`src/rtl/mmio_pkg.sv`:
```
// mmio_pkg: IO register offsets and TX buffer state encoding shared by the mmio block.
// Latency: n/a. Backpressure: n/a.
package mmio_pkg;

  localparam logic [7:0] UART_CTRL = 8'h00;
  localparam logic [7:0] UART_RX   = 8'h04;
  localparam logic [7:0] UART_TX   = 8'h08;
  localparam logic [7:0] CYC_CNT   = 8'h10;
  localparam logic [7:0] INSTR_CNT = 8'h14;
  localparam logic [7:0] CNT_CLR   = 8'h18;
  localparam logic [7:0] BR_CNT    = 8'h1C;
  localparam logic [7:0] BR_OK_CNT = 8'h20;

  typedef enum logic {
    TX_EMPTY = 1'b0,
    TX_FULL  = 1'b1
  } tx_state_t;

endpackage

```
`src/rtl/mmio_counter.sv`:
```
// mmio_counter: free-running event counter with enable and synchronous clear; wraps silently.
// Latency: count reflects an increment one edge later. Backpressure: none.
module mmio_counter #(
  parameter int WIDTH = 32
) (
  input  logic             clk,
  input  logic             rst,
  input  logic             clr,
  input  logic             inc,
  output logic [WIDTH-1:0] count
);

  localparam logic [WIDTH-1:0] ONE = WIDTH'(1);

  // Clear wins over a same-cycle increment.
  always_ff @(posedge clk) begin
    if (rst || clr) begin
      count <= '0;
    end else if (inc) begin
      count <= count + ONE;
    end
  end

endmodule

```
`src/rtl/mmio_ctrl.sv`:
```
// mmio_ctrl: IO-space registers (UART rx/tx, perf counters; MMIO_BR_COUNTERS_EN adds branch counters).
// Latency: load data registered, valid one cycle after the request; stores act at the edge.
// Backpressure: stall while a TX store meets a full buffer with tx_ready low; rx pops via rx_ready.
module mmio_ctrl (
  input  logic        clk,
  input  logic        rst,
  input  logic        req_valid,
  input  logic        req_we,
  input  logic [31:0] req_addr,
  input  logic [31:0] req_wdata,
  input  logic        instr_retire,
  input  logic        br_retire,
  input  logic        br_correct,
  input  logic [7:0]  rx_data,
  input  logic        rx_valid,
  output logic        rx_ready,
  output logic [7:0]  tx_data,
  output logic        tx_valid,
  input  logic        tx_ready,
  output logic [31:0] rdata,
  output logic        stall
);

  import mmio_pkg::*;

  tx_state_t   tx_state;
  logic [7:0]  tx_buf;
  logic [7:0]  off;
  logic        is_ld;
  logic        is_st;
  logic        tx_full;
  logic        tx_accept;
  logic        cnt_clr;
  logic [31:0] rdata_nxt;
  logic [31:0] cyc_cnt;
  logic [31:0] instr_cnt;
  logic [31:0] br_cnt;
  logic [31:0] br_ok_cnt;
  logic        unused_bits;

  assign off     = req_addr[7:0];
  assign is_ld   = req_valid && !req_we;
  assign is_st   = req_valid && req_we;
  assign tx_full = (tx_state == TX_FULL);

  // Handshake outputs are masked by rst so reset overrides any same-cycle access.
  assign rx_ready  = !rst && is_ld && (off == UART_RX) && rx_valid;
  assign stall     = !rst && is_st && (off == UART_TX) && tx_full && !tx_ready;
  assign tx_accept = is_st && (off == UART_TX) && !stall;
  assign cnt_clr   = is_st && (off == CNT_CLR);

  assign tx_valid = tx_full;
  assign tx_data  = tx_buf;

  always_ff @(posedge clk) begin
    if (rst) begin
      tx_state <= TX_EMPTY;
      tx_buf   <= '0;
    end else begin
      case (tx_state)
        TX_EMPTY: begin
          if (tx_accept) begin
            tx_state <= TX_FULL;
            tx_buf   <= req_wdata[7:0];
          end
        end
        TX_FULL: begin
          // A store can only be accepted here when tx_ready drains the old byte.
          if (tx_accept) begin
            tx_buf <= req_wdata[7:0];
          end else if (tx_ready) begin
            tx_state <= TX_EMPTY;
          end
        end
        default: tx_state <= TX_EMPTY;
      endcase
    end
  end

  mmio_counter #(.WIDTH(32)) u_cyc_cnt (
    .clk   (clk),
    .rst   (rst),
    .clr   (cnt_clr),
    .inc   (1'b1),
    .count (cyc_cnt)
  );

  mmio_counter #(.WIDTH(32)) u_instr_cnt (
    .clk   (clk),
    .rst   (rst),
    .clr   (cnt_clr),
    .inc   (instr_retire),
    .count (instr_cnt)
  );

`ifdef MMIO_BR_COUNTERS_EN
  mmio_counter #(.WIDTH(32)) u_br_cnt (
    .clk   (clk),
    .rst   (rst),
    .clr   (cnt_clr),
    .inc   (br_retire),
    .count (br_cnt)
  );

  mmio_counter #(.WIDTH(32)) u_br_ok_cnt (
    .clk   (clk),
    .rst   (rst),
    .clr   (cnt_clr),
    .inc   (br_retire && br_correct),
    .count (br_ok_cnt)
  );

  assign unused_bits = ^{req_addr[31:8], req_wdata[31:8]};
`else
  assign br_cnt      = '0;
  assign br_ok_cnt   = '0;
  assign unused_bits = ^{req_addr[31:8], req_wdata[31:8], br_retire, br_correct};
`endif

  // Counters are read before this edge's increment; write-only and unmapped offsets read 0.
  always_comb begin
    rdata_nxt = '0;
    case (off)
      UART_CTRL: rdata_nxt = {30'b0, rx_valid, !tx_full};
      UART_RX:   rdata_nxt = rx_valid ? {24'b0, rx_data} : 32'h0;
      CYC_CNT:   rdata_nxt = cyc_cnt;
      INSTR_CNT: rdata_nxt = instr_cnt;
      BR_CNT:    rdata_nxt = br_cnt;
      BR_OK_CNT: rdata_nxt = br_ok_cnt;
      default:   rdata_nxt = '0;
    endcase
  end

  always_ff @(posedge clk) begin
    if (rst) begin
      rdata <= '0;
    end else if (is_ld) begin
      rdata <= rdata_nxt;
    end
  end

endmodule
```
`config.mk`:
```
export PLATFORM = sky130hd
export DESIGN_NAME = mmio_ctrl
export DESIGN_NICKNAME = d
export VERILOG_FILES = /design/src/rtl/mmio_pkg.sv /design/src/rtl/mmio_counter.sv /design/src/rtl/mmio_ctrl.sv
export SDC_FILE = /design/constraint.sdc
export NUM_CORES = 1
export LEC_CHECK = 0
export CAP_MARGIN = 25
export CELL_PAD_IN_SITES_DETAIL_PLACEMENT = 0
export CELL_PAD_IN_SITES_GLOBAL_PLACEMENT = 1
export CORE_MARGIN = 4
export CORE_UTILIZATION = 34
export CTS_CLUSTER_SIZE = 12
export DETAILED_ROUTE_END_ITERATION = 7
export HOLD_SLACK_MARGIN = 0.02
export PLACE_DENSITY = 0.74
export SETUP_SLACK_MARGIN = 0.02
export SYNTH_ARGS = -nofsm -noshare
export SYNTH_HDL_FRONTEND = slang
export SYNTH_SLANG_ARGS = --single-unit
```
`constraint.sdc`:
```
create_clock -name clk -period 2.45 [get_ports clk]
set_input_delay 0.49 -clock clk [delete_from_list [all_inputs] [get_ports clk]]
set_output_delay 0.49 -clock clk [all_outputs]
set_load 0.1 [all_outputs]
```
==> summary.md <==
| Metric | Value |
|---|---|
| Wire per inst | `16.2 um` |
| Fin crit period | `2.37 ns` |
| Number of remaining DRC errors | `0` |
| Via/cell ratio | `~5.5` |
| Die X | `approximately 130 um` |
| Worst-Skew Late Latency | `around 0.35 ns` |
| IO Port Bufs | `73` |
| Num CTS Buffers | `9` |
| Die area | `16400 sq um` |
| Hold crit path type | `reg2reg` |
| Root Driver | `clkbuf_16` |
| Seq/Total Area, Yosys | `0.430` |
| Hold WS | `0.455 ns` |
| Initial antenna violation count | `0` |
| Outcome | `finished, final reports clean` |
| Most common cell after layout, fill and taps aside | `dfxtp_1` |
| CTS Hold Bufs | `0` |
| Via count | `4614` |
| Share of cells above drive strength 1 | `0.186` |
| Worst-path fanout max | `2` |
| First-pass GRT wire length | `between 20 and 25 mm` |
| Core Region | `~14000 sq um` |
| Bufs on Longest Clock Path | `2` |
| RSZ-0062 raised after global routing | `no` |
| Post-synth EDFFs | `0` |
| Vias in the first global route | `4534` |
| CP Data Arrival Time | `1.88 ns` |
| Routed Antenna Nets | `0` |
| CTS tree | `done` |
| Pwr/cell area | `549 nW/um^2` |
| Leakage | `around 2.2 nW` |
| Final net count | `740` |
| Starting Density | `0.350` |
| Worst vdd rail ir drop | `0.393 mV` |
| Final WL | `around 14 mm` |
| DP Cell Count | `819` |
| Post-route insts no fill | `842` |
| Row cnt | `43` |
| Fin. max-slew vios | `0` |
| Period utilisation layout | `0.967` |
| Tightest Pin Transition | `0.575 ns` |
| Largest net degree at the start of global routing | `40` |
| H-tree lvl count | `3` |
| #FFs+latches synth | `105` |
| Final setup viols | `0` |
| Final Power | `3.47 mW` |
| Top Ports | `between 100 and 150` |
| Clk slew on worst S/H paths | `0.07 ns` |
| N_diodes | `0` |
| Total GRT Usage | `0.171` |
| Syn Nets | `around 650` |
| DPL Wire Length | `about 10 mm` |
| First-pass iteration count of the detailed router | `4` |
| Crit Path Category | `in2out` |
| Max Cap Violations | `0` |
| Netlist cell types | `between 40 and 50` |
| Maximum clock frequency | `about 420 MHz` |
| WP data required | `1.96 ns` |
| Synthesized cell area | `4890 sq um` |
| Layout area overhead | `29.0%` |
| Relative slew slack | `0.616` |
| Endpoint class of the critical path | `output port` |
| Iter 0 DRT Violations | `285` |
| Crit start category | `input port` |
| DP Worst Slack | `-0.0818 ns` |
| Syn Area/Cell | `approximately 8.7 sq um` |
| Die Y-Extent | `128 um` |
| Most frequent cells in the layout | `104 x dfxtp_1, 82 x buf_4, 54 x nand2_1, 49 x a21oi_1, 43 x o21ai_0` |
| Clk sink count | `between 100 and 150` |
| Syn Inst Count | `around 560` |
| Ys flop type | `dfxtp_1` |
| RePlAce Congestion | `0.793` |
| Async S/R FF share, synth | `0` |
| YS warnings | `0` |
| Worst setup margin | `0.0812 ns` |
| Fin. Hold Viols | `0` |
| Grt ovf | `0` |
| Final Skew | `0.00535 ns` |
Yosys cell counts, types with 7 or more instances:
| library cell | count | area, sq um |
|---|---|---|
| nand2_1 | 54 | 203 |
| o31ai_1 | 21 | 158 |
| xor2_1 | 14 | 123 |
| mux2i_1 | 28 | 280 |
| a211oi_1 | 7 | 52.6 |
| or4_1 | 23 | 173 |
| nor2_1 | 30 | 113 |
| or3_1 | 14 | 87.6 |
| xnor2_1 | 10 | 87.6 |
| a21oi_1 | 49 | 245 |
| and4_1 | 9 | 78.8 |
| nor4_1 | 10 | 62.6 |
| nand4_1 | 22 | 138 |
| nand3_1 | 28 | 140 |
| dfxtp_1 | 105 | 2100 |
| clkbuf_1 | 26 | 97.6 |
| o21ai_0 | 43 | 215 |
worst paths after layout:
path                        startpoint  cells after the start  slack (ns)               endpoint
setup / recovery           req_addr[7]                      5        0.08               rx_ready
hold / removal               rdata[13]                      2        0.45              rdata[13]
setup reg to reg  u_instr_cnt.count[6]                      5        0.30  u_instr_cnt.count[31]
hold reg to reg              rdata[13]                      2        0.45              rdata[13]
area by class of cell:
type                       instances  area [sq um]
fill                            1387          7680
multi-input combinational        420          2680
sequential                       105          2100
timing repair buffer             115           971
clock buffer                      10           229
tap                              180           225
clock inverter                     6          82.6
inverter                           6          22.5
where the power goes:
part	switching [mW]	internal [mW]
clock network	0.667	0.892
logic	0.0914	0.0906
registers	0.0113	1.71
total	0.770	2.70
registers in the layout, summed over array words and instances (netlist names):
register	count
tx_valid	1
rdata	32
u_cyc_cnt.count	32
u_instr_cnt.count	32
tx_data	8
through the flow:
stage,utilization,instance area (sq um),setup TNS [ns]
finish,0.451,6310,0
global placement,0.424,5930,-0.0784
CTS,0.451,6300,0
floorplan,-,4910,0
global route,0.451,6310,0
detailed placement,0.424,5930,-0.338
worst max-delay path, cell delays in order:
cell and delay (ns):
clkdlybuf4s50_1 0.41, or2_2 0.34, nor4_4 0.27, and2_4 0.20, buf_12 0.17
kinds of logic after synthesis:
family | after synthesis | share of synthesized area
xor+xnor | 24 | 0.0430
buf+inv | 38 | 0.0312
flops | 105 | 0.430
fa+ha+maj | 2 | 0.00511
mux | 34 | 0.0711
simple gates | 223 | 0.254
compound gates | 137 | 0.166
routing by layer:
layer / vias up / global-route usage / wire length, um / share of wire
met5: - / 0 / 0 / 0
met4: 0 / 0.0643 / 157 / 0.012
met3: 9 / 0.0350 / 606 / 0.044
met2: 90 / 0.276 / 6450 / 0.47
met1: 2224 / 0.224 / 6410 / 0.47
li1: 2291 / - / - / -
what timing repair did:
action,in CTS,in global routing
pin swaps,2,4
setup endpoints to repair,1,7
resized for setup,2,2
hold endpoints to repair,0,0
setup buffers,7,0
Note: power is estimated with default switching activity, not from simulation.
